--- config.mk ---
export PLATFORM = sky130hd
export DESIGN_NAME = seg_scan_ctrl
export DESIGN_NICKNAME = d
export VERILOG_FILES = /design/src/rtl/seg_scan_ctrl.sv
export SDC_FILE = /design/constraint.sdc
export NUM_CORES = 1
export LEC_CHECK = 0
export BUFFER_PORTS_ARGS = -buffer_cell sky130_fd_sc_hd__buf_2
export CORE_MARGIN = 2
export CORE_UTILIZATION = 45
export DETAILED_ROUTE_END_ITERATION = 8
export PLACE_DENSITY_LB_ADDON = 0.1
export SETUP_SLACK_MARGIN = 0.5
export SYNTH_ARGS = -nofsm -noshare
export SYNTH_HDL_FRONTEND = slang
export SYNTH_SLANG_ARGS = --single-unit
--- constraint.sdc ---
create_clock -name i_clk -period 3.29 [get_ports i_clk]
set_input_delay 0.1645 -clock i_clk [delete_from_list [all_inputs] [get_ports i_clk]]
set_output_delay 0.1645 -clock i_clk [all_outputs]
set_load 0.005 [all_outputs]
--- src/rtl/seg_scan_ctrl.sv ---
// Scan controller for a 4-digit multiplexed 7-segment display.
// Walks digits 0..3, enabling each one for SCAN_DIV cycles and then
// blanking all of them for GUARD_CYC cycles. Incoming data is
// double-buffered so a new value only appears at a frame boundary.
// Optional leading-zero blanking is applied to the displayed value.
//
// Output timing: every output is a register loaded from a decode of the
// current scan state. The visible outputs therefore trail the scan state
// by one clock. The shadow-to-active transfer fires in the cycle where
// o_frame is visible, so a load in that same cycle can bypass the buffer.

module seg_scan_ctrl #(
   parameter int SCAN_DIV  = 50000,
   parameter int GUARD_CYC = 500
) (
   input  logic        i_clk,
   input  logic        i_rst,
   input  logic [15:0] i_data,
   input  logic [3:0]  i_dp,
   input  logic        i_load,
   input  logic        i_lz_en,
   output logic [3:0]  o_sel_bcd,
   output logic [7:0]  o_digit,
   output logic        o_dp_n,
   output logic        o_frame
);

   localparam int MAX_CYC = (SCAN_DIV > GUARD_CYC) ? SCAN_DIV : GUARD_CYC;
   localparam int CNT_W   = (MAX_CYC > 1) ? $clog2(MAX_CYC) : 1;

   localparam logic [CNT_W-1:0] ON_LAST    = CNT_W'(SCAN_DIV - 1);
   localparam logic [CNT_W-1:0] GUARD_LAST = CNT_W'(GUARD_CYC - 1);

   typedef enum logic {
      ST_ON    = 1'b0,
      ST_GUARD = 1'b1
   } state_t;

   state_t           state_q, state_d;
   logic [1:0]       idx_q, idx_d;
   logic [CNT_W-1:0] cnt_q, cnt_d;
   logic             frameSet;

   logic [15:0]      shadowData_q, shadowData_d;
   logic [3:0]       shadowDp_q, shadowDp_d;
   logic [15:0]      activeData_q, activeData_d;
   logic [3:0]       activeDp_q, activeDp_d;
   logic             transfer;

   logic [3:0]       zeroFrom;
   logic [3:0]       blank;
   logic [3:0]       curNibble;

   logic [3:0]       sel_q, sel_d;
   logic [7:0]       digit_q, digit_d;
   logic             dpN_q, dpN_d;
   logic             frame_q;

   // Scan state register: state, digit index and the shared slot counter.
   always_ff @(posedge i_clk) begin
      if (i_rst) begin
         state_q <= ST_ON;
         idx_q   <= 2'd0;
         cnt_q   <= '0;
      end else begin
         state_q <= state_d;
         idx_q   <= idx_d;
         cnt_q   <= cnt_d;
      end
   end

   // Slot sequencing: ON for SCAN_DIV cycles, GUARD for GUARD_CYC cycles, then the next digit.
   always_comb begin
      state_d  = state_q;
      idx_d    = idx_q;
      cnt_d    = cnt_q + CNT_W'(1);
      frameSet = 1'b0;
      case (state_q)
         ST_ON: begin
            if (cnt_q == ON_LAST) begin
               state_d = ST_GUARD;
               cnt_d   = '0;
            end
         end
         ST_GUARD: begin
            if (cnt_q == GUARD_LAST) begin
               state_d = ST_ON;
               cnt_d   = '0;
               idx_d   = idx_q + 2'd1;
               if (idx_q == 2'd3) begin
                  frameSet = 1'b1;
               end
            end
         end
         default: begin
            state_d = ST_ON;
            cnt_d   = '0;
         end
      endcase
   end

   // Buffer update: loads land in the shadow; the frame cycle moves shadow to active, bypassed by a coincident load.
   always_comb begin
      transfer     = frame_q;
      shadowData_d = i_load ? i_data : shadowData_q;
      shadowDp_d   = i_load ? i_dp   : shadowDp_q;
      activeData_d = activeData_q;
      activeDp_d   = activeDp_q;
      if (transfer) begin
         activeData_d = i_load ? i_data : shadowData_q;
         activeDp_d   = i_load ? i_dp   : shadowDp_q;
      end
   end

   // Shadow and active data registers.
   always_ff @(posedge i_clk) begin
      if (i_rst) begin
         shadowData_q <= '0;
         shadowDp_q   <= '0;
         activeData_q <= '0;
         activeDp_q   <= '0;
      end else begin
         shadowData_q <= shadowData_d;
         shadowDp_q   <= shadowDp_d;
         activeData_q <= activeData_d;
         activeDp_q   <= activeDp_d;
      end
   end

   // Leading-zero detection: a digit blanks when it and all higher nibbles are zero and its own DP is off.
   always_comb begin
      zeroFrom[3] = (activeData_d[15:12] == 4'h0);
      zeroFrom[2] = zeroFrom[3] && (activeData_d[11:8] == 4'h0);
      zeroFrom[1] = zeroFrom[2] && (activeData_d[7:4]  == 4'h0);
      zeroFrom[0] = zeroFrom[1] && (activeData_d[3:0]  == 4'h0);
      blank[0]    = 1'b0;
      blank[1]    = i_lz_en && zeroFrom[1] && !activeDp_d[1];
      blank[2]    = i_lz_en && zeroFrom[2] && !activeDp_d[2];
      blank[3]    = i_lz_en && zeroFrom[3] && !activeDp_d[3];
   end

   // Output decode for the current scan state; GUARD turns everything off but holds the digit value.
   always_comb begin
      sel_d     = 4'b1111;
      digit_d   = digit_q;
      dpN_d     = 1'b1;
      curNibble = activeData_d[{idx_q, 2'b00} +: 4];
      if (state_q == ST_ON) begin
         digit_d = {4'h0, curNibble};
         if (!blank[idx_q]) begin
            sel_d[idx_q] = 1'b0;
            dpN_d        = ~activeDp_d[idx_q];
         end
      end
   end

   // Registered outputs.
   always_ff @(posedge i_clk) begin
      if (i_rst) begin
         sel_q   <= 4'b1111;
         digit_q <= 8'h00;
         dpN_q   <= 1'b1;
         frame_q <= 1'b0;
      end else begin
         sel_q   <= sel_d;
         digit_q <= digit_d;
         dpN_q   <= dpN_d;
         frame_q <= frameSet;
      end
   end

   assign o_sel_bcd = sel_q;
   assign o_digit   = digit_q;
   assign o_dp_n    = dpN_q;
   assign o_frame   = frame_q;

endmodule
==> results_dict.tcl <==
set metrics [dict create \
    status "complete, no violations" \
    power_density_nw_per_um2 512.3 \
    postCtsSetupBuffers 0 \
    hp-class "input port to flop" \
    path_clk_slew_ns 0.07 \
    crit_start "cnt_q[0]$_SDFF_PP0_" \
    finalSetupTns_ns 0 \
    die_h_microns 84.46 \
    gp_congestion 0.8097 \
    h-tree-depth 3 \
    coreArea_sq_um 6314 \
    routed_wl_mm 5.442 \
    crit_buf_inv 0 \
    port_buffers 33 \
    ff2ff_path_depth 6 \
    fin_util 0.5250 \
    drive_gt1_frac 0.2170 \
    gr-total-overflow 0 \
    place_area_sq_um 3090 \
    drt_first_pass_iters 4 \
    critical_path_class "flop to flop" \
    fp-row-count 29 \
    r2r_slack_ns 1.35 \
    setup_violations 0 \
    dp_hpwl_mm 3.903 \
    max_freq_mhz 514.2 \
    stdcell_count 418 \
    vdd_drop_max_mv 0.2942 \
    worst_pin_slew_ns 0.5692 \
    fillers 588 \
    min_period_ns 1.945 \
    synthCells 305 \
    layout_common_cells "nor2_1, dfxtp_1, buf_2" \
    hold_buffers 0 \
    cts_root_buf "clkbuf_8" \
    cp_data_arrival_time_ns 2.17 \
    hold_violations 0 \
    cp_cell_sequence "ha_1 -> or4b_4 -> nor4_4 -> nand2_2 -> nand3b_4 -> nor2_1" \
    slowest_delay_ns 0.50 \
    cp_max_fo 16 \
    total_power_mw 1.698 \
    final_area_sq_um 3314 \
    end_kind "flop" \
    synth_warnings 0 \
    hold_depth 3 \
    pin_count 38 \
    cp_top_family "simple AND/OR/NAND/NOR gates" \
    grt_start_max_net_pins 43 \
    critPathLaunchType "flop" \
    cts_tree "yes" \
    drc_errors 0 \
    cp.depth 6 \
    hold_start "i_dp[0]" \
    chipWidth_microns 84.46 \
    grt_pass1_wl_mm 9.453 \
    grt.total_usage 0.1683 \
    cp_slowest_cell "or4b_4" \
    hold_end "shadowDp_q[0]$_SDFF_PP0_" \
    drv_slew 0 \
    cts_buffers 9 \
    r2r-end "cnt_q[14]$_SDFF_PP0_" \
    nNetsFinal 365 \
    leakage_nw 1.368 \
    grt_pass1_vias 1931 \
    syn_area_sq_um 2913 \
    max_slew_margin 0.6205 \
    first_iter_violations 79 \
    initial_core_util 0.4614 \
    wl_per_cell_microns 13.02 \
    ys_ff_latch 69 \
    vias 2110 \
    antenna_found_initial 0 \
    r2r-start "cnt_q[0]$_SDFF_PP0_" \
    area_growth_syn_to_layout_pct 13.79 \
    clockBufferDepth 2 \
    synth_seq_area_share 0.4742 \
    ant_nets 0 \
    clock_latency_ns 0.34 \
    synth_cell_types 44 \
    period_share 0.5912 \
    skew_ns 0.009213 \
    via_per_inst 5.048 \
    maxCapViolations 0 \
    cts_resized 0 \
    dp_cells 402 \
    crit_required_ns 3.51 \
    die_area_sq_um 7133 \
    rsz0062_at_grt "false" \
    syn_avg_cell_area_sq_um 9.550 \
    clock_sinks 69 \
    diodes 0 \
]
==> final cells by class <==
cell class / count / area [sq um] / area share
inverters: 4 / 15.01 / 0.004530
multi-input cells: 217 / 1418 / 0.4277
well taps: 77 / 96.34 / 0.02907
clock inverters: 6 / 86.33 / 0.02605
clock buffers: 10 / 137.6 / 0.04153
flip-flops and latches: 69 / 1381 / 0.4168
repair buffers: 35 / 180.2 / 0.05436
==> cells by family after synthesis <==
| family | count (synthesis) | synth area share |
|---|---|---|
| compound gates | 36 | 0.08376 |
| xor+xnor | 15 | 0.04510 |
| fa+ha+maj | 5 | 0.02148 |
| buf+inv | 22 | 0.04295 |
| flops | 69 | 0.4742 |
| mux | 26 | 0.1108 |
| other cells | 1 | 0.001287 |
| simple gates | 131 | 0.2204 |
==> power breakdown <==
part | leakage (nW) | switching (mW) | internal, mW
Sequential | 0.561 | 0.00635 | 0.853
Combinational | 0.695 | 0.0456 | 0.0338
Clock | 0.112 | 0.313 | 0.446
==> per-layer routing <==
layer | GRT usage | vias up | wire (microns)
li1 | - | 1089 | -
met1 | 0.2448 | 969 | 2825
met2 | 0.2367 | 44 | 2317
met3 | 0.03540 | 8 | 216
met4 | 0.08225 | 0 | 82
met5 | 0 | - | 0
==> synth_stat cells, drive strengths merged <==
master / n / area [sq um]
a41oi: 1 / 8.760
or2: 1 / 6.260
ha: 5 / 62.56
a21o: 15 / 112.6
nor3: 3 / 15.01
o22ai: 4 / 25.02
and4: 2 / 17.52
a21oi: 3 / 15.01
nand2: 19 / 73.82
nand4: 3 / 18.77
dfxtp: 69 / 1381
or4bb: 1 / 11.26
a211oi: 1 / 7.510
nand4b: 1 / 8.760
clkinv: 1 / 3.750
mux4: 5 / 112.6
inv: 3 / 11.26
nand2b: 3 / 18.77
and3: 3 / 18.77
mux2i: 21 / 210.2
a211o: 1 / 8.760
nor2b: 1 / 6.260
conb: 1 / 3.750
or4b: 1 / 13.76
xnor2: 5 / 43.79
nand3: 8 / 40.04
a22o: 2 / 17.52
a31o: 1 / 8.760
nor2: 79 / 321.6
o21ai: 8 / 40.04
and2: 1 / 6.260
xor2: 10 / 87.58
or4: 1 / 11.26
buf: 13 / 91.33
nand3b: 1 / 20.02
clkbuf: 5 / 18.77
nor4: 3 / 33.78
==> registers in the layout, indices dropped and copies added, names as in the netlist <==
register,count
o_frame,1
o_dp_n,1
activeData_q,16
state_q,1
cnt_q,16
o_sel_bcd,4
o_digit,4
shadowDp_q,4
activeDp_q,4
shadowData_q,16
idx_q,2
==> worst reg2reg max path, cell delays in order, from the launching register on <==
cell and delay, ns:
dfxtp_1 0.39, ha_1 0.22, or4b_4 0.50, nor4_4 0.29, nand2_2 0.11, nand3b_4 0.25
nor2_1 0.08
==> per-stage QoR <==
step | hold WS (ns) | worst slack, ns
after floorplan | 0.2735 | 1.468
after global placement | 0.4230 | 1.380
after detailed placement | 0.4359 | 1.340
after CTS | 0.07960 | 1.333
after global routing | 0.1024 | 1.205
final | 0.09209 | 1.345
==> worst max-delay path by stage <==
stage	slack (ns)	end
floorplan	1.47	cnt_q[11]$_SDFF_PP0_
global placement	1.38	o_dp_n$_SDFF_PP1_
detailed placement	1.34	cnt_q[2]$_SDFF_PP0_
CTS	1.33	cnt_q[14]$_SDFF_PP0_
global route	1.21	cnt_q[14]$_SDFF_PP0_
finish	1.35	cnt_q[14]$_SDFF_PP0_
No activity file was read; power rests on OpenSTA's default activity.
